$ cat src/rtl/nucleic_acid_ctl_pkg.sv
// Shared phase encoding, valve bit map, pump pattern and phase helpers
// for the nucleic-acid extraction valve sequencer.
package nucleic_acid_ctl_pkg;

   typedef enum logic [2:0] {
      PH_IDLE    = 3'd0,
      PH_GAP     = 3'd1,
      PH_LOAD    = 3'd2,
      PH_LYSIS   = 3'd3,
      PH_CAPTURE = 3'd4,
      PH_WASH    = 3'd5,
      PH_ELUTE   = 3'd6,
      PH_COLLECT = 3'd7
   } phase_e;

   localparam int unsigned NUM_VALVES   = 10;
   localparam int unsigned V_LYSIS      = 0;
   localparam int unsigned V_WASH       = 1;
   localparam int unsigned V_ELUTE      = 2;
   localparam int unsigned V_HORIZ      = 3;
   localparam int unsigned V_DEAD_END   = 4;
   localparam int unsigned V_LOOP_EXIT  = 5;
   localparam int unsigned V_BEAD_VTL   = 6;
   localparam int unsigned V_COLLECTION = 7;
   localparam int unsigned V_VERTICAL   = 8;
   localparam int unsigned V_BEAD_TRAP  = 9;

   typedef logic [NUM_VALVES-1:0] valve_vec_t;

   // Entry [0] is the first step of a stroke: {pump1,pump2,pump3}.
   localparam logic [5:0][2:0] PUMP_PATTERN = {
      3'b101, 3'b001, 3'b011, 3'b010, 3'b110, 3'b100
   };

   function automatic valve_vec_t open_mask(phase_e ph);
      valve_vec_t m;
      m = '0;
      case (ph)
         PH_LOAD: begin
            m[V_HORIZ]    = 1'b1;
            m[V_DEAD_END] = 1'b1;
         end
         PH_LYSIS: begin
            m[V_LYSIS]    = 1'b1;
            m[V_VERTICAL] = 1'b1;
         end
         PH_CAPTURE: begin
            m[V_BEAD_VTL]  = 1'b1;
            m[V_BEAD_TRAP] = 1'b1;
            m[V_LOOP_EXIT] = 1'b1;
         end
         PH_WASH: begin
            m[V_WASH]      = 1'b1;
            m[V_VERTICAL]  = 1'b1;
            m[V_BEAD_TRAP] = 1'b1;
         end
         PH_ELUTE: begin
            m[V_ELUTE]    = 1'b1;
            m[V_VERTICAL] = 1'b1;
         end
         PH_COLLECT: begin
            m[V_COLLECTION] = 1'b1;
            m[V_BEAD_TRAP]  = 1'b1;
            m[V_LOOP_EXIT]  = 1'b1;
         end
         default: m = '0;
      endcase
      return m;
   endfunction

   function automatic logic is_pumping(phase_e ph);
      return (ph == PH_LYSIS) || (ph == PH_CAPTURE) ||
             (ph == PH_WASH)  || (ph == PH_ELUTE);
   endfunction

   // First phase after cur whose count is non-zero (act is indexed by phase
   // code); PH_IDLE means the run is complete.
   function automatic phase_e next_exec(phase_e cur, logic [7:0] act);
      phase_e nx;
      nx = PH_IDLE;
      for (int unsigned c = 7; c > 1; c--) begin
         if ((c > 32'(cur)) && act[c[2:0]]) nx = phase_e'(c[2:0]);
      end
      return nx;
   endfunction

endpackage

$ cat src/rtl/peristaltic_pump_driver.sv
// Six-step peristaltic pump pattern generator; restarts at step 0 each time
// en rises and flags the final clock of the final stroke on last.
module peristaltic_pump_driver
   import nucleic_acid_ctl_pkg::*;
#(
   parameter int unsigned STEP_CYCLES = 4,
   parameter int unsigned SW          = 8
) (
   input  logic          clk,
   input  logic          rst,
   input  logic          en,
   input  logic [SW-1:0] strokes,
   output logic [2:0]    pump,
   output logic          last
);

   localparam int unsigned TW = (STEP_CYCLES > 1) ? $clog2(STEP_CYCLES) : 1;

   logic [TW-1:0] tick_q, tick_d;
   logic [2:0]    step_q, step_d;
   logic [SW-1:0] stroke_q, stroke_d;
   logic          active_q, active_d;
   logic [2:0]    pump_q, pump_d;
   logic          last_q, last_d;

   // Counters track the position shown on pump_q in the following cycle.
   always_comb begin
      tick_d   = '0;
      step_d   = '0;
      stroke_d = '0;
      active_d = 1'b0;
      if (en) begin
         active_d = 1'b1;
         if (active_q) begin
            tick_d   = tick_q;
            step_d   = step_q;
            stroke_d = stroke_q;
            if (tick_q == TW'(STEP_CYCLES - 1)) begin
               tick_d = '0;
               if (step_q == 3'd5) begin
                  step_d   = '0;
                  stroke_d = stroke_q + SW'(1);
               end else begin
                  step_d = step_q + 3'd1;
               end
            end else begin
               tick_d = tick_q + TW'(1);
            end
         end
      end
      pump_d = en ? PUMP_PATTERN[step_d] : 3'b000;
      last_d = en && (tick_d == TW'(STEP_CYCLES - 1)) && (step_d == 3'd5) &&
               (stroke_d == strokes - SW'(1));
   end

   always_ff @(posedge clk) begin
      if (rst) begin
         tick_q   <= '0;
         step_q   <= '0;
         stroke_q <= '0;
         active_q <= 1'b0;
         pump_q   <= '0;
         last_q   <= 1'b0;
      end else begin
         tick_q   <= tick_d;
         step_q   <= step_d;
         stroke_q <= stroke_d;
         active_q <= active_d;
         pump_q   <= pump_d;
         last_q   <= last_d;
      end
   end

   assign pump = pump_q;
   assign last = last_q;

endmodule

$ cat src/rtl/nucleic_acid_valve_sequencer.sv
// Phase sequencer for the 12-reactor extraction array: steps LOAD..COLLECT
// with break-before-make gaps and drives every valve and pump line.
module nucleic_acid_valve_sequencer
   import nucleic_acid_ctl_pkg::*;
#(
   parameter int unsigned STEP_CYCLES = 4,
   parameter int unsigned GAP_CYCLES  = 2,
   parameter int unsigned CW          = 16,
   parameter int unsigned SW          = 8
) (
   input  logic          clk,
   input  logic          rst,
   input  logic          start,
   input  logic          abort,
   input  logic [CW-1:0] load_cycles,
   input  logic [CW-1:0] collect_cycles,
   input  logic [SW-1:0] mix_strokes,
   input  logic [SW-1:0] cap_strokes,
   input  logic [SW-1:0] wash_strokes,
   input  logic [SW-1:0] elute_strokes,
   output logic          lysis_ctl,
   output logic          wash_ctl,
   output logic          elute_ctl,
   output logic          horiz_ctl,
   output logic          dead_end_ctl,
   output logic          loop_exit_ctl,
   output logic          bead_vtl_ctl,
   output logic          collection_ctl,
   output logic          vertical_ctl,
   output logic          bead_trap_ctl,
   output logic          pump1,
   output logic          pump2,
   output logic          pump3,
   output logic          busy,
   output logic          done,
   output logic          aborted,
   output logic [2:0]    phase
);

   phase_e        state_q, state_d;
   phase_e        after_q, after_d;
   logic [CW-1:0] cnt_q, cnt_d;
   logic [CW-1:0] load_q, load_d, collect_q, collect_d;
   logic [SW-1:0] mix_q, mix_d, cap_q, cap_d, wash_q, wash_d, elute_q, elute_d;
   valve_vec_t    valves_q, valves_d;
   logic          busy_q, busy_d, done_q, done_d, aborted_q, aborted_d;

   logic [7:0]    nz_in, nz_cfg;
   logic          phase_end;
   phase_e        nx;
   logic          pump_en, pump_last;
   logic [SW-1:0] pump_strokes;
   logic [2:0]    pump_w;

   assign nz_in  = {collect_cycles != '0, elute_strokes != '0, wash_strokes != '0,
                    cap_strokes != '0, mix_strokes != '0, load_cycles != '0, 2'b00};
   assign nz_cfg = {collect_q != '0, elute_q != '0, wash_q != '0,
                    cap_q != '0, mix_q != '0, load_q != '0, 2'b00};

   always_comb begin
      state_d   = state_q;
      after_d   = after_q;
      cnt_d     = cnt_q;
      load_d    = load_q;
      collect_d = collect_q;
      mix_d     = mix_q;
      cap_d     = cap_q;
      wash_d    = wash_q;
      elute_d   = elute_q;
      done_d    = 1'b0;
      aborted_d = 1'b0;
      phase_end = 1'b0;
      nx        = PH_IDLE;

      case (state_q)
         PH_IDLE: begin
            if (start && !abort) begin
               load_d    = load_cycles;
               collect_d = collect_cycles;
               mix_d     = mix_strokes;
               cap_d     = cap_strokes;
               wash_d    = wash_strokes;
               elute_d   = elute_strokes;
               state_d   = PH_GAP;
               cnt_d     = '0;
               after_d   = next_exec(PH_IDLE, nz_in);
            end
         end
         PH_GAP: begin
            if (cnt_q == CW'(GAP_CYCLES - 1)) begin
               cnt_d = '0;
               if (after_q == PH_IDLE) begin
                  state_d = PH_IDLE;
                  done_d  = 1'b1;
               end else begin
                  state_d = after_q;
               end
            end else begin
               cnt_d = cnt_q + CW'(1);
            end
         end
         PH_LOAD: begin
            if (cnt_q == load_q - CW'(1)) phase_end = 1'b1;
            else                          cnt_d = cnt_q + CW'(1);
         end
         PH_COLLECT: begin
            if (cnt_q == collect_q - CW'(1)) phase_end = 1'b1;
            else                             cnt_d = cnt_q + CW'(1);
         end
         default: begin
            if (pump_last) phase_end = 1'b1;
         end
      endcase

      if (phase_end) begin
         nx    = next_exec(state_q, nz_cfg);
         cnt_d = '0;
         if (nx == PH_IDLE) begin
            state_d = PH_IDLE;
            done_d  = 1'b1;
         end else begin
            state_d = PH_GAP;
            after_d = nx;
         end
      end

      if (abort && (state_q != PH_IDLE)) begin
         state_d   = PH_IDLE;
         cnt_d     = '0;
         done_d    = 1'b0;
         aborted_d = 1'b1;
      end

      busy_d   = (state_d != PH_IDLE);
      valves_d = open_mask(state_d);
   end

   // Pump driver looks one cycle ahead so its registered pattern lines up
   // with the first cycle of each pumping phase.
   always_comb begin
      pump_en = is_pumping(state_d);
      case (state_d)
         PH_LYSIS:   pump_strokes = mix_q;
         PH_CAPTURE: pump_strokes = cap_q;
         PH_WASH:    pump_strokes = wash_q;
         PH_ELUTE:   pump_strokes = elute_q;
         default:    pump_strokes = '0;
      endcase
   end

   peristaltic_pump_driver #(
      .STEP_CYCLES (STEP_CYCLES),
      .SW          (SW)
   ) u_pump (
      .clk     (clk),
      .rst     (rst),
      .en      (pump_en),
      .strokes (pump_strokes),
      .pump    (pump_w),
      .last    (pump_last)
   );

   always_ff @(posedge clk) begin
      if (rst) begin
         state_q   <= PH_IDLE;
         after_q   <= PH_IDLE;
         cnt_q     <= '0;
         load_q    <= '0;
         collect_q <= '0;
         mix_q     <= '0;
         cap_q     <= '0;
         wash_q    <= '0;
         elute_q   <= '0;
         valves_q  <= '0;
         busy_q    <= 1'b0;
         done_q    <= 1'b0;
         aborted_q <= 1'b0;
      end else begin
         state_q   <= state_d;
         after_q   <= after_d;
         cnt_q     <= cnt_d;
         load_q    <= load_d;
         collect_q <= collect_d;
         mix_q     <= mix_d;
         cap_q     <= cap_d;
         wash_q    <= wash_d;
         elute_q   <= elute_d;
         valves_q  <= valves_d;
         busy_q    <= busy_d;
         done_q    <= done_d;
         aborted_q <= aborted_d;
      end
   end

   assign lysis_ctl      = valves_q[V_LYSIS];
   assign wash_ctl       = valves_q[V_WASH];
   assign elute_ctl      = valves_q[V_ELUTE];
   assign horiz_ctl      = valves_q[V_HORIZ];
   assign dead_end_ctl   = valves_q[V_DEAD_END];
   assign loop_exit_ctl  = valves_q[V_LOOP_EXIT];
   assign bead_vtl_ctl   = valves_q[V_BEAD_VTL];
   assign collection_ctl = valves_q[V_COLLECTION];
   assign vertical_ctl   = valves_q[V_VERTICAL];
   assign bead_trap_ctl  = valves_q[V_BEAD_TRAP];
   assign pump1          = pump_w[2];
   assign pump2          = pump_w[1];
   assign pump3          = pump_w[0];
   assign busy           = busy_q;
   assign done           = done_q;
   assign aborted        = aborted_q;
   assign phase          = state_q;

endmodule
$ cat config.mk
export PLATFORM = sky130hd
export DESIGN_NAME = nucleic_acid_valve_sequencer
export DESIGN_NICKNAME = d
export VERILOG_FILES = /design/src/rtl/nucleic_acid_ctl_pkg.sv /design/src/rtl/peristaltic_pump_driver.sv /design/src/rtl/nucleic_acid_valve_sequencer.sv
export SDC_FILE = /design/constraint.sdc
export NUM_CORES = 1
export LEC_CHECK = 0
export BUFFER_PORTS_ARGS = -buffer_cell sky130_fd_sc_hd__clkbuf_2
export CAP_MARGIN = 5
export CORE_UTILIZATION = 65
export CTS_BUF_LIST = sky130_fd_sc_hd__clkbuf_8
export DETAILED_ROUTE_END_ITERATION = 16
export HOLD_SLACK_MARGIN = 0.15
export MAX_ROUTING_LAYER = met4
export PLACE_DENSITY = 0.85
export REMOVE_ABC_BUFFERS = 1
export SYNTH_ARGS = -nofsm -noshare
export SYNTH_HDL_FRONTEND = slang
export SYNTH_SLANG_ARGS = --single-unit
$ cat constraint.sdc
create_clock -name clk -period 7.7 [get_ports clk]
set_clock_uncertainty 0.15 [all_clocks]
set_input_delay 0.77 -clock clk [delete_from_list [all_inputs] [get_ports clk]]
set_output_delay 0.77 -clock clk [all_outputs]
set_load 0.02 [all_outputs]
# Word-level counts from Yosys, hierarchy flattened
# Memories as Yosys holds them, arrays and structs flattened. A register that Yosys moved wholly into a read port is not among the register bits.
# Cells that the tools add are included.
# op_classes
add_sub_neg	7
order_cmp	6
eq_ne	20
n_mux	61
n_bitwise	1
reduce_logical	42
# ops
operator	count
$mux W3	26
$mux W16	4
$pmux W16 S4	1
$reduce_bool A16 Y1	4
$reduce_bool A8 Y1	8
$eq A16 B16 Y1	2
$mux W8	4
$pmux W8 S4	1
$sub A16 B1 Y16 const B	2
$eq A3 B3 Y1 const B	7
$mux W1	19
$add A16 B1 Y16 const B	1
$eq A16 B1 Y1 const B	1
$gt A3 B3 Y1 const A	4
$logic_and A1 B1 Y1	11
$eq A3 B2 Y1 const B	3
$logic_not A3 Y1	3
$reduce_or A3 Y1	3
$add A8 B1 Y8 const B	1
$eq A8 B8 Y1	1
$mux W2	4
$reduce_or A2 Y1	4
$sub A8 B1 Y8 const B	1
$gt A2 B3 Y1 const A	2
other kinds (14)	20
# totals
reg_bits	114
romBits	24
input_bits	68
out_inout_bits	19
wordCells	156
n_memories	1
# memory_table
memory	words	word_bits	rd	rd_ports_with_merged_regs	wr	line	rtl
(no name shown)	8	3	1	1	0	peristaltic_pump_driver.sv:51	pump_d = en ? PUMP_PATTERN[step_d] : 3'b000;

# Logic depth before layout (Yosys ltp)
# Gate-level depths: netlist of the first run.
# depth
word_depth	22
mapped_depth	18
depth_no_buf	14

# Cells and area by module
# A second synthesis of the first run with hierarchy kept.
# unflattened
hier_cells	843
area_unflattened_um2	6442.4
# modules_own_cells
module	n_inst	cells_per_inst	area_per_inst_um2	seq_area_each_um2
nucleic_acid_valve_sequencer	1	727	5411.4	1961.9
peristaltic_pump_driver	1	116	1031.0	360.3

# Worst setup path before layout of the first run
# No wires, ideal clock.
# synth_timing
path_kind	register to register
startpoint	register collect_q[0]
endpoint	register u_pump.last_q (netlist: u_pump.last)
setup_time_ns	0.103
t_arrival_ns	3.834
required_ns	7.447
setup_slack_ns	3.612
stages_incl_launch_ff	19
path_buffers	4
synth_period_minus_slack_ns	4.088
path_cell_list	dfxtp_1 > clkbuf_1 > inv_1 > ha_1 > clkbuf_1 > or4b_1 > and4_1 > o31ai_1 > a32oi_1 > and4b_1 > or3_4 > buf_6 > buf_2 > or2_2 > ha_1 > xnor2_1 > nor2_1 > nand4_1 > a2111oi_2
# synth_via
elab_chain_len	22
word_cells_on_any_way	35
classes_between	add/sub (2); eq/ne (8); mux (16); reduce/logical (9)
# synth_lines
item	line	rtl
start: declaration	nucleic_acid_valve_sequencer.sv:43	logic [CW-1:0] load_q, load_d, collect_q, collect_d;
start signal: assignment	nucleic_acid_valve_sequencer.sv:183	collect_q <= collect_d;
parallel branches: the longest is 11 deep, another holds $sub A16 B1 Y16	--	
$mux W3 (*)	nucleic_acid_valve_sequencer.sv:115	if (phase_end) begin
$mux W3 (*)	nucleic_acid_valve_sequencer.sv:127	if (abort && (state_q != PH_IDLE)) begin
parallel branches: the longest is 8 deep, another holds $sub A8 B1 Y8	--	
$logic_and A1 B1 Y1 (*)	peristaltic_pump_driver.sv:52	last_d = en && (tick_d == TW'(STEP_CYCLES - 1)) && (step_d == 3'd5) &&
end signal: assignment	peristaltic_pump_driver.sv:70	last_q <= last_d;
end: declaration	peristaltic_pump_driver.sv:24	logic last_q, last_d;
# Every way passes the cells marked *. The select of a mux whose other input is x is not followed.
# A chain may end at the register's enable or synchronous reset.

# Worst setup path after layout of the first run
# layout_timing
startpoint	register collect_q[2]
endpoint	register u_pump.last_q (netlist: u_pump.last)
# The elaborated chain is that of the path after synthesis.

==> report_table.html, run 1 <==
<table>
<tr><th>Metric</th><th>Value</th></tr>
<tr><th colspan="2">Status</th></tr>
<tr><td>Outcome</td><td>finished clean</td></tr>
<tr><th colspan="2">Timing</th></tr>
<tr><td>Max_slew headroom</td><td>29.1%</td></tr>
<tr><td>Ratio of final minimum period to clock period</td><td>56.9%</td></tr>
<tr><td>Unrepaired setup endpoints after global routing</td><td>no</td></tr>
<tr><td>Worst Setup Slack, final</td><td>3.32 ns</td></tr>
<tr><td>Final Hold Slack</td><td>0.320 ns</td></tr>
<tr><td>Total negative slack</td><td>0 ns</td></tr>
<tr><td>Tightest Pin Transition</td><td>1.06 ns</td></tr>
<tr><td>Maximum clock rate</td><td>0.228 GHz</td></tr>
<tr><td>Final number of max-transition violations</td><td>0</td></tr>
<tr><td>Count of endpoints failing hold in the final timing report</td><td>0</td></tr>
<tr><td>Final min period</td><td>4.38 ns</td></tr>
<tr><td>Number of setup violations in the final report</td><td>0</td></tr>
<tr><th colspan="2">Clock network</th></tr>
<tr><td>Clock slew seen by the registers of the worst setup and hold paths</td><td>0.06 ns</td></tr>
<tr><td>Number of gates resized after cts</td><td>0</td></tr>
<tr><td>Maximum buffer depth of the clock tree</td><td>2</td></tr>
<tr><td>Clock root cell</td><td>sky130_fd_sc_hd__clkbuf_8</td></tr>
<tr><td>Post-CTS Repair Setup Buffers</td><td>0</td></tr>
<tr><td>Count of clock tree sinks</td><td>116</td></tr>
<tr><td>Number of clock buffers inserted by TritonCTS</td><td>17</td></tr>
<tr><td>Hold buffer count at cts</td><td>0</td></tr>
<tr><td>Number of H-tree levels</td><td>4</td></tr>
<tr><td>Clock latency reported for the late side of the worst-skew pair</td><td>0.45 ns</td></tr>
<tr><td>Clock tree from TritonCTS</td><td>done</td></tr>
<tr><th colspan="2">Placed design</th></tr>
<tr><td>Worst setup slack before clock tree synthesis</td><td>3.50 ns</td></tr>
<tr><td>Placed Instance Area</td><td>7220 sq um</td></tr>
<tr><td>Final HPWL from detailed placement</td><td>13500 um</td></tr>
<tr><td>Final estimated routing congestion in global placement</td><td>0.932</td></tr>
<tr><td>Port Buffer Count</td><td>86</td></tr>
<tr><th colspan="2">Job</th></tr>
<tr><td>Maximum capacitance violations</td><td>0</td></tr>
<tr><th colspan="2">Yosys</th></tr>
<tr><td>Portion of synthesized cell area occupied by the leading cell type</td><td>33.9%</td></tr>
<tr><td>Post-synthesis cell type with the largest combined area</td><td>sky130_fd_sc_hd__dfxtp_1</td></tr>
<tr><td>Synth Area per Inst</td><td>7.66 sq um</td></tr>
<tr><td>Fraction of registers with async set or reset after synthesis</td><td>0%</td></tr>
<tr><td>Synth Cell Area</td><td>6840 sq um</td></tr>
<tr><td>Cell types with the largest area share after synthesis</td><td>sky130_fd_sc_hd__dfxtp_1 (34%), sky130_fd_sc_hd__nand2_1 (9.7%), sky130_fd_sc_hd__a21oi_1 (6.1%)</td></tr>
<tr><td>Gate count of the mapped netlist</td><td>893</td></tr>
<tr><td>Count of flip-flops with a built-in enable after synthesis</td><td>0</td></tr>
<tr><td>Number of synthesis warnings</td><td>0</td></tr>
<tr><td>Seq/Total Area, Yosys</td><td>33.9%</td></tr>
<tr><td>Register bit count reported by yosys</td><td>116</td></tr>
<tr><td>Dominant register cell in the synthesized netlist</td><td>sky130_fd_sc_hd__dfxtp_1</td></tr>
<tr><td>Netlist cell types</td><td>81</td></tr>
<tr><th colspan="2">Global route</th></tr>
<tr><td>Number of antenna violations at the first check in global routing</td><td>0</td></tr>
<tr><td>First-pass GRT wire length</td><td>30700 um</td></tr>
<tr><td>Total GRT Usage</td><td>36.4%</td></tr>
<tr><td>Overall overflow remaining after global route</td><td>0</td></tr>
<tr><td>Via count of the first global-routing pass</td><td>6303</td></tr>
<tr><td>Maximum number of pins on one net before global-route repair</td><td>76</td></tr>
<tr><th colspan="2">Setup path</th></tr>
<tr><td>Critical Setup Path Class</td><td>register to register</td></tr>
<tr><td>Crit-path max FO</td><td>21</td></tr>
<tr><td>Worst path arrival time</td><td>4.58 ns</td></tr>
<tr><td>Critical Path Start Type</td><td>register</td></tr>
<tr><td>Delay contributed by the slowest stage of the critical path</td><td>0.88 ns</td></tr>
<tr><td>Worst endpoint required time</td><td>7.89 ns</td></tr>
<tr><td>Critical path's slowest cell</td><td>sky130_fd_sc_hd__nor3_1</td></tr>
<tr><td>Cell breakdown of the critical path</td><td>nor3_1 &gt; a21boi_0 &gt; or4_1 &gt; a221oi_1 &gt; and4b_1 &gt; or3_4 &gt; or2_2 &gt; ha_1 &gt; nor2b_1 &gt; nand4_1 &gt; o211a_1 &gt; a2111oi_2</td></tr>
<tr><td>Critical Path Sink Type</td><td>register</td></tr>
<tr><td>Startpoint of the worst-slack reg-to-reg timing path</td><td>collect_q[2]</td></tr>
<tr><td>Critical Path Start</td><td>collect_q[2]</td></tr>
<tr><th colspan="2">Detailed routing</th></tr>
<tr><td>Number of DRC markers in iteration 0</td><td>511</td></tr>
<tr><td>Average detailed-routed wire length per instance</td><td>16.9 um</td></tr>
<tr><td>Vias per cell</td><td>6.17</td></tr>
<tr><td># DRC</td><td>0</td></tr>
<tr><td>Final WL</td><td>18400 um</td></tr>
<tr><td>Number of vias after detailed routing</td><td>6713</td></tr>
<tr><td>Count of antenna-violating nets left after detailed routing</td><td>0</td></tr>
<tr><td>Total iterations of the first detailed-routing run</td><td>5</td></tr>
<tr><th colspan="2">Layout</th></tr>
<tr><td>Layout area overhead</td><td>10.2%</td></tr>
<tr><td>Post-route cell area</td><td>7540 sq um</td></tr>
<tr><td>Final design utilization</td><td>73.4%</td></tr>
<tr><td>N_diodes</td><td>0</td></tr>
<tr><td>Layout cells sized above 1</td><td>15.2%</td></tr>
<tr><td>Filler cell count</td><td>825</td></tr>
<tr><td>Count of nets after finishing</td><td>1016</td></tr>
<tr><th colspan="2">Floorplan</th></tr>
<tr><td>Number of I/O pins</td><td>87</td></tr>
<tr><td>Initial standard-cell utilization of the core</td><td>66.6%</td></tr>
<tr><td>Height of the chip</td><td>105 um</td></tr>
<tr><td>Row Count</td><td>37</td></tr>
<tr><td>Die outline area</td><td>10900 sq um</td></tr>
<tr><td>Horizontal die dimension</td><td>105 um</td></tr>
<tr><td>Core Footprint</td><td>10300 sq um</td></tr>
<tr><th colspan="2">Power</th></tr>
<tr><td>Worst IR Drop VDD</td><td>0.176 mV</td></tr>
<tr><td>PD cells</td><td>176 nW/um^2</td></tr>
<tr><td>Leakage power summed over all cells</td><td>0.00280 uW</td></tr>
<tr><th colspan="2">Hold path</th></tr>
<tr><td>Path class of the lowest-slack min-delay path</td><td>register to register</td></tr>
<tr><td>Start point of the worst hold path</td><td>wash_q[3]</td></tr>
</table>
per-layer routing:
metal | vias up | wire length (um) | track usage [%]
li1 | 3281 | - | -
met1 | 3105 | 8110 | 47.0
met2 | 291 | 8530 | 56.8
met3 | 36 | 1300 | 6.18
met4 | 0 | 438 | 14.8
met5 | - | 0 | -
state kept, by name, summed over array words and instances, names as in the netlist, 8 cells and up:
signal / count
cap_q: 8
wash_q: 8
collect_q: 16
elute_q: 8
load_q: 16
cnt_q: 16
mix_q: 8
u_pump.stroke_q: 8
valves_q: 9
synth_stat cells, types with 3 or more instances:
master                        n
sky130_fd_sc_hd__nand2_1    177
sky130_fd_sc_hd__dfxtp_1    116
sky130_fd_sc_hd__a21oi_1     84
sky130_fd_sc_hd__nor2_1      58
sky130_fd_sc_hd__clkbuf_1    40
sky130_fd_sc_hd__xnor2_1     39
sky130_fd_sc_hd__nor3_1      37
sky130_fd_sc_hd__nor4_1      33
sky130_fd_sc_hd__xor2_1      31
sky130_fd_sc_hd__o21ai_0     19
sky130_fd_sc_hd__nand4_1     17
sky130_fd_sc_hd__inv_1       16
sky130_fd_sc_hd__nand3_1     14
sky130_fd_sc_hd__a31oi_1     12
sky130_fd_sc_hd__mux2i_1     12
sky130_fd_sc_hd__and3_1       9
sky130_fd_sc_hd__buf_1        9
sky130_fd_sc_hd__buf_2        9
sky130_fd_sc_hd__nand2b_1     9
sky130_fd_sc_hd__or3_1        9
sky130_fd_sc_hd__ha_1         7
sky130_fd_sc_hd__nor2b_1      6
sky130_fd_sc_hd__o21a_1       6
sky130_fd_sc_hd__o2bb2ai_1    6
sky130_fd_sc_hd__o31a_1       6
sky130_fd_sc_hd__o31ai_1      6
sky130_fd_sc_hd__and4_1       5
sky130_fd_sc_hd__nor3b_1      5
sky130_fd_sc_hd__o211ai_1     5
sky130_fd_sc_hd__or2_2        5
sky130_fd_sc_hd__or4_1        5
sky130_fd_sc_hd__a221oi_1     4
sky130_fd_sc_hd__o21bai_1     4
sky130_fd_sc_hd__o221ai_1     4
sky130_fd_sc_hd__a211oi_1     3
sky130_fd_sc_hd__a21boi_0     3
sky130_fd_sc_hd__a21o_1       3
sky130_fd_sc_hd__buf_4        3
sky130_fd_sc_hd__nor4_2       3
cells in the final DEF, fill, tap and decap left out, types with 19 or more instances in the layout:
| cell type | Yosys | routed |
|---|---|---|
| sky130_fd_sc_hd__a21oi_1 | 84 | 84 |
| sky130_fd_sc_hd__clkbuf_2 | 0 | 86 |
| sky130_fd_sc_hd__clkbuf_8 | 0 | 20 |
| sky130_fd_sc_hd__dfxtp_1 | 116 | 116 |
| sky130_fd_sc_hd__inv_1 | 16 | 20 |
| sky130_fd_sc_hd__nand2_1 | 177 | 177 |
| sky130_fd_sc_hd__nor2_1 | 58 | 58 |
| sky130_fd_sc_hd__nor3_1 | 37 | 36 |
| sky130_fd_sc_hd__nor4_1 | 33 | 33 |
| sky130_fd_sc_hd__o21ai_0 | 19 | 19 |
| sky130_fd_sc_hd__xnor2_1 | 39 | 39 |
| sky130_fd_sc_hd__xor2_1 | 31 | 31 |
cells by family after synthesis:
kind of cell / Yosys count / share of synthesized area, %
xor gates and xnor gates: 71 / 9.31
buffers and inverters: 80 / 4.94
adders and majority gates: 7 / 1.28
DFF: 116 / 33.9
muxes: 13 / 1.92
and+or+nand+nor: 414 / 30.1
AOI/OAI and AO/OA: 192 / 18.5
path summary, 6_finish.rpt:
check | to | slack, ns | cells past startpoint
worst min register to register | wash_q[3] | 0.32 | 2
worst max register to register | u_pump.last | 3.32 | 12
worst min-delay path | wash_q[3] | 0.32 | 2
worst max-delay path | u_pump.last | 3.32 | 12
layout make-up:
type,count,area (sq um),area share [%]
multi-input cells,697,4190,55.5
clock inverters,10,45.0,0.597
clock buffers,20,275,3.65
inverters,17,63.8,0.846
well taps,136,170,2.26
repair buffers,92,475,6.31
flip-flops and latches,116,2320,30.8
worst max-delay path, delay by kind of cell, from the launching register on:
family                   cells  cell delay [ns]
AND/OR/NAND/NOR              7             2.44
AO/OA/AOI/OAI                4             1.09
adder cells (fa/ha/maj)      1             0.22
flip-flops                   1             0.38
power by group:
part           leakage (uW)  internal, uW  total, uW  switching (uW)
Combinational       0.00167          87.4        216             129
Clock              0.000189           235        464             229
Sequential         0.000942           620        649            28.5
stage by stage:
step,power [uW],std cells
global route,1390,1088
finish,1330,1088
detailed placement,873,1058
floorplan,800,830
global placement,866,1058
CTS,1330,1088
No activity file was read; power rests on OpenSTA's default activity.
==> run 2, diff against run 1 <==
--- a/config.mk
+++ b/config.mk
@@ -5,14 +5,15 @@
 export SDC_FILE = /design/constraint.sdc
 export NUM_CORES = 1
 export LEC_CHECK = 0
+export ABC_AREA = 1
 export BUFFER_PORTS_ARGS = -buffer_cell sky130_fd_sc_hd__clkbuf_2
 export CAP_MARGIN = 5
-export CORE_UTILIZATION = 65
+export CORE_UTILIZATION = 55
 export CTS_BUF_LIST = sky130_fd_sc_hd__clkbuf_8
 export DETAILED_ROUTE_END_ITERATION = 16
 export HOLD_SLACK_MARGIN = 0.15
 export MAX_ROUTING_LAYER = met4
-export PLACE_DENSITY = 0.85
+export PLACE_DENSITY = 0.76
 export REMOVE_ABC_BUFFERS = 1
 export SYNTH_ARGS = -nofsm -noshare
 export SYNTH_HDL_FRONTEND = slang
==> constraint.sdc (replaced) <==
create_clock -name clk -period 3.7 [get_ports clk]
set_clock_uncertainty 0.15 [all_clocks]
set_input_delay 0.37 -clock clk [delete_from_list [all_inputs] [get_ports clk]]
set_output_delay 0.37 -clock clk [all_outputs]
set_load 0.02 [all_outputs]
==> run 2 against run 1 <==
Clock power grew to 3.1 times the previous value. Highest routed layer unchanged. Critical path type unchanged. Critical path depth grew 23. Fmax grew 21%. Register-to-register slack lost 3.2 ns. Combinational power grew to 3.2 times the previous value. Core utilization grew 1.4 points. Non-clock buffer count grew 105. Critical endpoint unchanged.
==> report_table.html, run 2 <==
<table>
<tr><th>Metric</th><th>Value</th></tr>
<tr><th colspan="2">Timing</th></tr>
<tr><td>Tightest Pin Transition</td><td>0.934 ns</td></tr>
<tr><td>Maximum clock rate</td><td>0.276 GHz</td></tr>
<tr><td>Max_slew headroom</td><td>37.7%</td></tr>
<tr><td>Unrepaired setup endpoints after global routing</td><td>yes</td></tr>
<tr><td>Count of endpoints failing hold in the final timing report</td><td>0</td></tr>
<tr><td>Final min period</td><td>3.63 ns</td></tr>
<tr><td>Final number of max-transition violations</td><td>0</td></tr>
<tr><td>Ratio of final minimum period to clock period</td><td>98.0%</td></tr>
<tr><td>Number of setup violations in the final report</td><td>0</td></tr>
<tr><th colspan="2">Yosys</th></tr>
<tr><td>Netlist cell types</td><td>45</td></tr>
<tr><td>Post-synthesis cell type with the largest combined area</td><td>sky130_fd_sc_hd__dfxtp_1</td></tr>
<tr><td>Cell types with the largest area share after synthesis</td><td>sky130_fd_sc_hd__dfxtp_1 (34%), sky130_fd_sc_hd__nor2_1 (11%), sky130_fd_sc_hd__nand2_1 (11%)</td></tr>
<tr><td>Most used standard cell by instance count after synthesis</td><td>sky130_fd_sc_hd__nor2_1</td></tr>
<tr><td>Count of flip-flops with a built-in enable after synthesis</td><td>0</td></tr>
<tr><td>Register bit count reported by yosys</td><td>116</td></tr>
<tr><td>Synth Area per Inst</td><td>6.55 sq um</td></tr>
<tr><td>Seq/Total Area, Yosys</td><td>33.7%</td></tr>
<tr><td>Synth Cell Area</td><td>6890 sq um</td></tr>
<tr><td>Top cells by count, synth</td><td>sky130_fd_sc_hd__nor2_1 (202), sky130_fd_sc_hd__nand2_1 (198), sky130_fd_sc_hd__dfxtp_1 (116), sky130_fd_sc_hd__inv_1 (111), sky130_fd_sc_hd__o21ai_0 (77)</td></tr>
<tr><td>Fraction of registers with async set or reset after synthesis</td><td>0%</td></tr>
<tr><td>Number of synthesis warnings</td><td>0</td></tr>
<tr><td>Dominant register cell in the synthesized netlist</td><td>sky130_fd_sc_hd__dfxtp_1</td></tr>
<tr><td>Portion of synthesized cell area occupied by the leading cell type</td><td>33.7%</td></tr>
<tr><td>Gate count of the mapped netlist</td><td>1052</td></tr>
<tr><th colspan="2">Layout</th></tr>
<tr><td>Post-route cell area</td><td>9060 sq um</td></tr>
<tr><td>Leading cell types in the layout, fill and taps excluded</td><td>sky130_fd_sc_hd__nor2_1 (193), sky130_fd_sc_hd__nand2_1 (190), sky130_fd_sc_hd__dfxtp_1 (113), sky130_fd_sc_hd__inv_1 (106), sky130_fd_sc_hd__clkbuf_2 (86)</td></tr>
<tr><td>Number of non-filler instances in the completed layout</td><td>1417</td></tr>
<tr><td>Layout area overhead</td><td>31.5%</td></tr>
<tr><td>Layout cells sized above 1</td><td>20.6%</td></tr>
<tr><td>N_diodes</td><td>0</td></tr>
<tr><td>Count of nets after finishing</td><td>1311</td></tr>
<tr><td>Biggest registers after layout</td><td>cnt_q: 16 flops, collect_q: 16 flops, load_q: 16 flops</td></tr>
<tr><td>Leading cell type in the layout, fill and taps excluded</td><td>sky130_fd_sc_hd__nor2_1</td></tr>
<tr><th colspan="2">Clock network</th></tr>
<tr><td>Clock latency reported for the late side of the worst-skew pair</td><td>0.46 ns</td></tr>
<tr><td>Count of clock tree sinks</td><td>116</td></tr>
<tr><td>Maximum buffer depth of the clock tree</td><td>2</td></tr>
<tr><td>Clock tree from TritonCTS</td><td>done</td></tr>
<tr><td>Number of H-tree levels</td><td>4</td></tr>
<tr><td>Clock slew seen by the registers of the worst setup and hold paths</td><td>0.07 ns</td></tr>
<tr><td>Number of clock buffers inserted by TritonCTS</td><td>17</td></tr>
<tr><td>Clock root cell</td><td>sky130_fd_sc_hd__clkbuf_8</td></tr>
<tr><th colspan="2">Global route</th></tr>
<tr><td>Via count of the first global-routing pass</td><td>6941</td></tr>
<tr><td>First-pass GRT wire length</td><td>32200 um</td></tr>
<tr><td>Overall overflow remaining after global route</td><td>0</td></tr>
<tr><td>Maximum number of pins on one net before global-route repair</td><td>63</td></tr>
<tr><td>Total GRT Usage</td><td>32.5%</td></tr>
<tr><td>Number of antenna violations at the first check in global routing</td><td>0</td></tr>
<tr><th colspan="2">Detailed routing</th></tr>
<tr><td>Total iterations of the first detailed-routing run</td><td>5</td></tr>
<tr><td>Average detailed-routed wire length per instance</td><td>14.0 um</td></tr>
<tr><td>Number of vias after detailed routing</td><td>7557</td></tr>
<tr><td>Final WL</td><td>19900 um</td></tr>
<tr><td>Number of DRC markers in iteration 0</td><td>580</td></tr>
<tr><td>Count of antenna-violating nets left after detailed routing</td><td>0</td></tr>
<tr><td>Vias per cell</td><td>5.33</td></tr>
<tr><td># DRC</td><td>0</td></tr>
<tr><th colspan="2">Hold path</th></tr>
<tr><td>Path class of the lowest-slack min-delay path</td><td>input pin to register</td></tr>
<tr><td>Worst Hold Path Cells</td><td>2</td></tr>
<tr><td>Start point of the worst hold path</td><td>rst</td></tr>
<tr><td>End point of the worst hold path</td><td>u_pump.stroke_q[5]</td></tr>
<tr><th colspan="2">Placed design</th></tr>
<tr><td>Final HPWL from detailed placement</td><td>13700 um</td></tr>
<tr><td>Placed Instance Area</td><td>7660 sq um</td></tr>
<tr><td>Port Buffer Count</td><td>86</td></tr>
<tr><td>Final estimated routing congestion in global placement</td><td>0.916</td></tr>
<tr><td>Placed cell count</td><td>1311</td></tr>
<tr><th colspan="2">Power</th></tr>
<tr><td>Power Internal</td><td>2500 uW</td></tr>
<tr><td>Proportion of total power due to net switching</td><td>28.3%</td></tr>
<tr><td>Worst IR Drop VDD</td><td>0.447 mV</td></tr>
<tr><td>Leakage power summed over all cells</td><td>0.00425 uW</td></tr>
<tr><td>Reg power frac</td><td>39.3%</td></tr>
<tr><td>Combinational share of power</td><td>19.6%</td></tr>
<tr><td>PD cells</td><td>385 nW/um^2</td></tr>
<tr><td>Clock network power share</td><td>41.0%</td></tr>
<tr><td>NetSw</td><td>988 uW</td></tr>
<tr><th colspan="2">Setup path</th></tr>
<tr><td>Critical register-to-register path endpoint</td><td>u_pump.last</td></tr>
<tr><td>R2r worst-path depth</td><td>35</td></tr>
<tr><td>Worst endpoint required time</td><td>3.95 ns</td></tr>
<tr><td>Crit-path max FO</td><td>6</td></tr>
<tr><td>Worst path arrival time</td><td>3.88 ns</td></tr>
<tr><td>Critical Path Start Type</td><td>register</td></tr>
<tr><td>Critical Setup Path Class</td><td>register to register</td></tr>
<tr><td>FF-to-FF setup slack</td><td>0.07 ns</td></tr>
<tr><td>Crit path top cell by count</td><td>sky130_fd_sc_hd__nand2_1</td></tr>
<tr><td>Critical path's slowest cell</td><td>sky130_fd_sc_hd__dfxtp_1</td></tr>
<tr><td>Delay contributed by the slowest stage of the critical path</td><td>0.30 ns</td></tr>
<tr><td>Startpoint of the worst-slack reg-to-reg timing path</td><td>collect_q[1]</td></tr>
<tr><td>Critical Path Sink Type</td><td>register</td></tr>
<tr><th colspan="2">Floorplan</th></tr>
<tr><td>Die outline area</td><td>13000 sq um</td></tr>
<tr><td>Height of the chip</td><td>114 um</td></tr>
<tr><td>Horizontal die dimension</td><td>114 um</td></tr>
<tr><td>Initial standard-cell utilization of the core</td><td>56.9%</td></tr>
<tr><td>Number of I/O pins</td><td>87</td></tr>
<tr><td>Row Count</td><td>40</td></tr>
<tr><td>Core Footprint</td><td>12100 sq um</td></tr>
<tr><th colspan="2">Status</th></tr>
<tr><td>Outcome</td><td>finished clean</td></tr>
<tr><th colspan="2">Job</th></tr>
<tr><td>Maximum capacitance violations</td><td>0</td></tr>
</table>
## run 2: final cells by class
type,instances,area (sq um)
well taps,168,210
multi-input cells,782,4150
clock inverters,9,171
repair buffers,197,1420
flip-flops and latches,116,2330
fillers,976,3050
clock buffers,23,317
inverters,122,458
## run 2: kinds of logic (layout without fill, tap and decap cells)
logic type | after synthesis | after routing | synth area share (%)
buffers and inverters | 155 | 351 | 8.88
AND/OR/NAND/NOR | 598 | 599 | 40.6
flip-flops | 116 | 116 | 33.7
adder cells (fa/ha/maj) | 7 | 7 | 1.27
XOR/XNOR | 26 | 26 | 3.71
AO/OA/AOI/OAI | 150 | 150 | 11.9
## run 2: worst max path at each step
| stage | slack (ns) | startpoint | end | depth (start not counted) |
|---|---|---|---|---|
| after CTS | 0.03 | collect_q[0] | u_pump.last | 35 |
| final | 0.07 | collect_q[1] | u_pump.last | 35 |
| after global placement | 0.06 | collect_q[0] | u_pump.last | 29 |
| after global routing | -0.19 | load_q[3] | u_pump.last | 30 |
| after detailed placement | -0.07 | collect_q[0] | u_pump.last | 29 |
| after floorplan | -0.50 | phase[0] | u_pump.last | 26 |
## run 2: power by group through the flow
| stage | sequential (uW) | clock (uW) | combinational, uW |
|---|---|---|---|
| after floorplan | 1380 | 0 | 398 |
| after global placement | 1390 | 0 | 556 |
| after detailed placement | 1390 | 0 | 567 |
| after CTS | 1370 | 1450 | 629 |
| after global routing | 1380 | 1500 | 763 |
| final | 1370 | 1430 | 686 |
## run 2: repair_timing
action	CTS	global route
resized for setup	5	47
hold buffers	64	0
setup endpoints to repair	1	7
hold endpoints to repair	64	0
gates cloned	0	1
pin swaps	1	32
setup buffers	2	7
## run 2: critical path: cells and delay by family, from the launching register on
kind	cells	cell delay (ns)
AND/OR/NAND/NOR	24	2.01
flip-flops	1	0.30
adder cells (fa/ha/maj)	2	0.38
buffers and inverters	7	0.53
AO/OA/AOI/OAI	2	0.19
## run 2: per-layer routing
| layer | wire length (um) | global-route usage, % | vias to the layer above |
|---|---|---|---|
| met3 | 1180 | 4.89 | 43 |
| met1 | 9190 | 41.7 | 3414 |
| met2 | 9000 | 51.4 | 271 |
| met5 | 0 | - | - |
| met4 | 488 | 13.0 | 0 |
| li1 | - | - | 3829 |
## run 2: stage by stage
| step | worst slack (ns) | hold WS, ns | total power [uW] | setup TNS [ns] | utilization [%] |
|---|---|---|---|---|---|
| 4_1_cts | 0.0279 | 0.313 | 3440 | 0 | 72.9 |
| 6_report | 0.0737 | 0.344 | 3490 | 0 | 74.8 |
| 3_3_place_gp | 0.0643 | 0.347 | 1950 | 0 | 63.3 |
| 5_1_grt | -0.193 | 0.385 | 3650 | -0.228 | 74.8 |
| 2_1_floorplan | -0.498 | 0.289 | 1780 | -14.11 | - |
| 3_5_place_dp | -0.0681 | 0.352 | 1960 | -0.0681 | 63.3 |
==> run 3, diff against run 2 <==
--- a/config.mk
+++ b/config.mk
@@ -8,7 +8,9 @@
 export ABC_AREA = 1
 export BUFFER_PORTS_ARGS = -buffer_cell sky130_fd_sc_hd__clkbuf_2
 export CAP_MARGIN = 5
-export CORE_UTILIZATION = 55
+export CELL_PAD_IN_SITES_DETAIL_PLACEMENT = 0
+export CELL_PAD_IN_SITES_GLOBAL_PLACEMENT = 2
+export CORE_UTILIZATION = 30
 export CTS_BUF_LIST = sky130_fd_sc_hd__clkbuf_8
 export DETAILED_ROUTE_END_ITERATION = 16
 export HOLD_SLACK_MARGIN = 0.15
==> run 3 against run 2 <==
Via count down 2.2%. Clock power fell by 12%. Total power decreased by 3.9%. Register-to-register slack improved by 0.06 ns. Core utilization down 33 points. Sequential power barely moved. Fmax increased by 1.7%. Worst hold slack got worse by 0.10 ns. Critical path depth is 3 lower. Sequential cell count stayed put. Final cell count is 11% higher. Largest cell class unchanged.
==> report_table.html, run 3 (synthesis results as in run 2) <==
<table>
<tr><th>Metric</th><th>Value</th></tr>
<tr><th colspan="2">Status</th></tr>
<tr><td>Outcome</td><td>finished clean</td></tr>
<tr><th colspan="2">Layout</th></tr>
<tr><td>Count of nets after finishing</td><td>1354</td></tr>
<tr><td>Leading cell type in the layout, fill and taps excluded</td><td>sky130_fd_sc_hd__nand2_1</td></tr>
<tr><td>Layout area overhead</td><td>37.9%</td></tr>
<tr><td>Post-route cell area</td><td>9490 sq um</td></tr>
<tr><td>Leading cell types in the layout, fill and taps excluded</td><td>sky130_fd_sc_hd__nand2_1 (193), sky130_fd_sc_hd__nor2_1 (191), sky130_fd_sc_hd__dfxtp_1 (112), sky130_fd_sc_hd__inv_1 (101)</td></tr>
<tr><td>N_diodes</td><td>0</td></tr>
<tr><td>Layout cells sized above 1</td><td>23.7%</td></tr>
<tr><td>Biggest registers after layout</td><td>cnt_q: 16 flops, collect_q: 16 flops, load_q: 16 flops</td></tr>
<tr><th colspan="2">Setup path</th></tr>
<tr><td>Worst path top cell family by delay</td><td>simple AND/OR/NAND/NOR gates</td></tr>
<tr><td>Worst path arrival time</td><td>3.80 ns</td></tr>
<tr><td>Worst endpoint required time</td><td>3.93 ns</td></tr>
<tr><td>Critical Path Start Type</td><td>register</td></tr>
<tr><td>Critical Path Sink Type</td><td>register</td></tr>
<tr><td>Delay contributed by the slowest stage of the critical path</td><td>0.34 ns</td></tr>
<tr><td>Critical path's slowest cell</td><td>sky130_fd_sc_hd__dfxtp_1</td></tr>
<tr><td>Worst Path Buf+Inv</td><td>3</td></tr>
<tr><td>Critical register-to-register path endpoint</td><td>u_pump.last</td></tr>
<tr><td>Critical Setup Path Class</td><td>register to register</td></tr>
<tr><td>Startpoint of the worst-slack reg-to-reg timing path</td><td>load_q[1]</td></tr>
<tr><td>R2r worst-path depth</td><td>32</td></tr>
<tr><td>FF-to-FF setup slack</td><td>0.14 ns</td></tr>
<tr><td>Crit-path max FO</td><td>5</td></tr>
<tr><th colspan="2">Timing</th></tr>
<tr><td>Max_slew headroom</td><td>47.7%</td></tr>
<tr><td>Count of endpoints failing hold in the final timing report</td><td>0</td></tr>
<tr><td>Worst Setup Slack, final</td><td>0.135 ns</td></tr>
<tr><td>Final Hold Slack</td><td>0.240 ns</td></tr>
<tr><td>Unrepaired setup endpoints after global routing</td><td>yes</td></tr>
<tr><td>Ratio of final minimum period to clock period</td><td>96.3%</td></tr>
<tr><td>Tightest Pin Transition</td><td>0.785 ns</td></tr>
<tr><td>Final number of max-transition violations</td><td>0</td></tr>
<tr><td>Maximum clock rate</td><td>0.281 GHz</td></tr>
<tr><td>Final min period</td><td>3.56 ns</td></tr>
<tr><td>Number of setup violations in the final report</td><td>0</td></tr>
<tr><th colspan="2">Global route</th></tr>
<tr><td>Total GRT Usage</td><td>19.9%</td></tr>
<tr><td>First-pass GRT wire length</td><td>35800 um</td></tr>
<tr><td>Maximum number of pins on one net before global-route repair</td><td>52</td></tr>
<tr><td>Overall overflow remaining after global route</td><td>0</td></tr>
<tr><td>Via count of the first global-routing pass</td><td>7173</td></tr>
<tr><td>Number of antenna violations at the first check in global routing</td><td>0</td></tr>
<tr><th colspan="2">Detailed routing</th></tr>
<tr><td>Average detailed-routed wire length per instance</td><td>14.1 um</td></tr>
<tr><td>Count of antenna-violating nets left after detailed routing</td><td>0</td></tr>
<tr><td>Final WL</td><td>22200 um</td></tr>
<tr><td>Total iterations of the first detailed-routing run</td><td>4</td></tr>
<tr><td>Vias per cell</td><td>4.69</td></tr>
<tr><td># DRC</td><td>0</td></tr>
<tr><td>Number of DRC markers in iteration 0</td><td>285</td></tr>
<tr><td>Number of vias after detailed routing</td><td>7392</td></tr>
<tr><th colspan="2">Floorplan</th></tr>
<tr><td>Core Footprint</td><td>22600 sq um</td></tr>
<tr><td>Horizontal die dimension</td><td>154 um</td></tr>
<tr><td>Initial standard-cell utilization of the core</td><td>30.5%</td></tr>
<tr><td>Height of the chip</td><td>154 um</td></tr>
<tr><td>Die outline area</td><td>23600 sq um</td></tr>
<tr><td>Row Count</td><td>55</td></tr>
<tr><td>Number of I/O pins</td><td>87</td></tr>
<tr><th colspan="2">Job</th></tr>
<tr><td>Maximum capacitance violations</td><td>0</td></tr>
<tr><th colspan="2">Power</th></tr>
<tr><td>Leakage power summed over all cells</td><td>0.00442 uW</td></tr>
<tr><td>PD cells</td><td>353 nW/um^2</td></tr>
<tr><td>Worst IR Drop VDD</td><td>0.209 mV</td></tr>
<tr><th colspan="2">Hold path</th></tr>
<tr><td>Worst Hold Path Cells</td><td>3</td></tr>
<tr><td>Path class of the lowest-slack min-delay path</td><td>input pin to register</td></tr>
<tr><td>End point of the worst hold path</td><td>valves_q[6]</td></tr>
<tr><td>Start point of the worst hold path</td><td>rst</td></tr>
<tr><th colspan="2">Clock network</th></tr>
<tr><td>Clock slew seen by the registers of the worst setup and hold paths</td><td>0.08 ns</td></tr>
<tr><td>Clock tree from TritonCTS</td><td>done</td></tr>
<tr><td>Number of H-tree levels</td><td>4</td></tr>
<tr><td>Number of clock buffers inserted by TritonCTS</td><td>17</td></tr>
<tr><td>Maximum buffer depth of the clock tree</td><td>2</td></tr>
<tr><td>Count of clock tree sinks</td><td>116</td></tr>
<tr><td>Clock latency reported for the late side of the worst-skew pair</td><td>0.46 ns</td></tr>
<tr><td>Clock root cell</td><td>sky130_fd_sc_hd__clkbuf_8</td></tr>
<tr><th colspan="2">Placed design</th></tr>
<tr><td>Final HPWL from detailed placement</td><td>16900 um</td></tr>
<tr><td>Final estimated routing congestion in global placement</td><td>0.853</td></tr>
<tr><td>Placed Instance Area</td><td>8110 sq um</td></tr>
<tr><td>Port Buffer Count</td><td>86</td></tr>
<tr><td>Worst setup slack before clock tree synthesis</td><td>-0.169 ns</td></tr>
</table>
[run 3: final cells by class]
class	instances	area [sq um]
inverters	122	463
multi-input cells	782	4170
clock buffers	17	234
flip-flops and latches	116	2330
clock inverters	14	176
fillers	2429	13100
repair buffers	240	1770
well taps	285	357
[run 3: power by group]
part / switching [uW] / internal, uW
combinational: 408 / 315
sequential: 59.0 / 1310
clock: 594 / 670
total: 1060 / 2290
[run 3: worst max path at each step]
stage	from	to	slack, ns	cells after the start
5_1_grt	collect_q[0]	u_pump.last	-0.15	35
6_report	load_q[1]	u_pump.last	0.14	32
4_1_cts	collect_q[0]	u_pump.last	0.0001	29
3_3_place_gp	collect_q[0]	u_pump.last	-0.08	29
2_1_floorplan	phase[0]	u_pump.last	-0.50	26
3_5_place_dp	collect_q[0]	u_pump.last	-0.17	29
[run 3: worst min-delay path, cell delays in order]
cell and delay [ns]:
sky130_fd_sc_hd__clkbuf_2 0.10, sky130_fd_sc_hd__buf_4 0.22, sky130_fd_sc_hd__nor2_1 0.12
[run 3: timing repair]
item	in CTS	in global routing
buffers inserted	4	9
pin swaps	4	27
hold buffers	64	0
endpoints found under the hold margin	64	0
setup endpoints to repair	1	7
gates cloned	1	0
gates resized for setup	14	48
[run 3: per-stage QoR]
step / setup TNS [ns] / power [uW] / utilization, % / std cells
floorplan: -14.11 / 1780 / - / 1019
global placement: -0.0765 / 2020 / 35.9 / 1467
detailed placement: -0.169 / 2020 / 35.9 / 1467
CTS: 0 / 3370 / 41.0 / 1567
global route: -0.297 / 3560 / 42.1 / 1576
finish: 0 / 3360 / 42.1 / 1576
[run 3: layer usage]
layer	up-vias	GRT usage [%]	routed length (um)
met2	107	35.2	11200
met5	-	-	0
met4	0	5.43	299
li1	3907	-	-
met3	18	2.99	615
met1	3360	23.4	10100
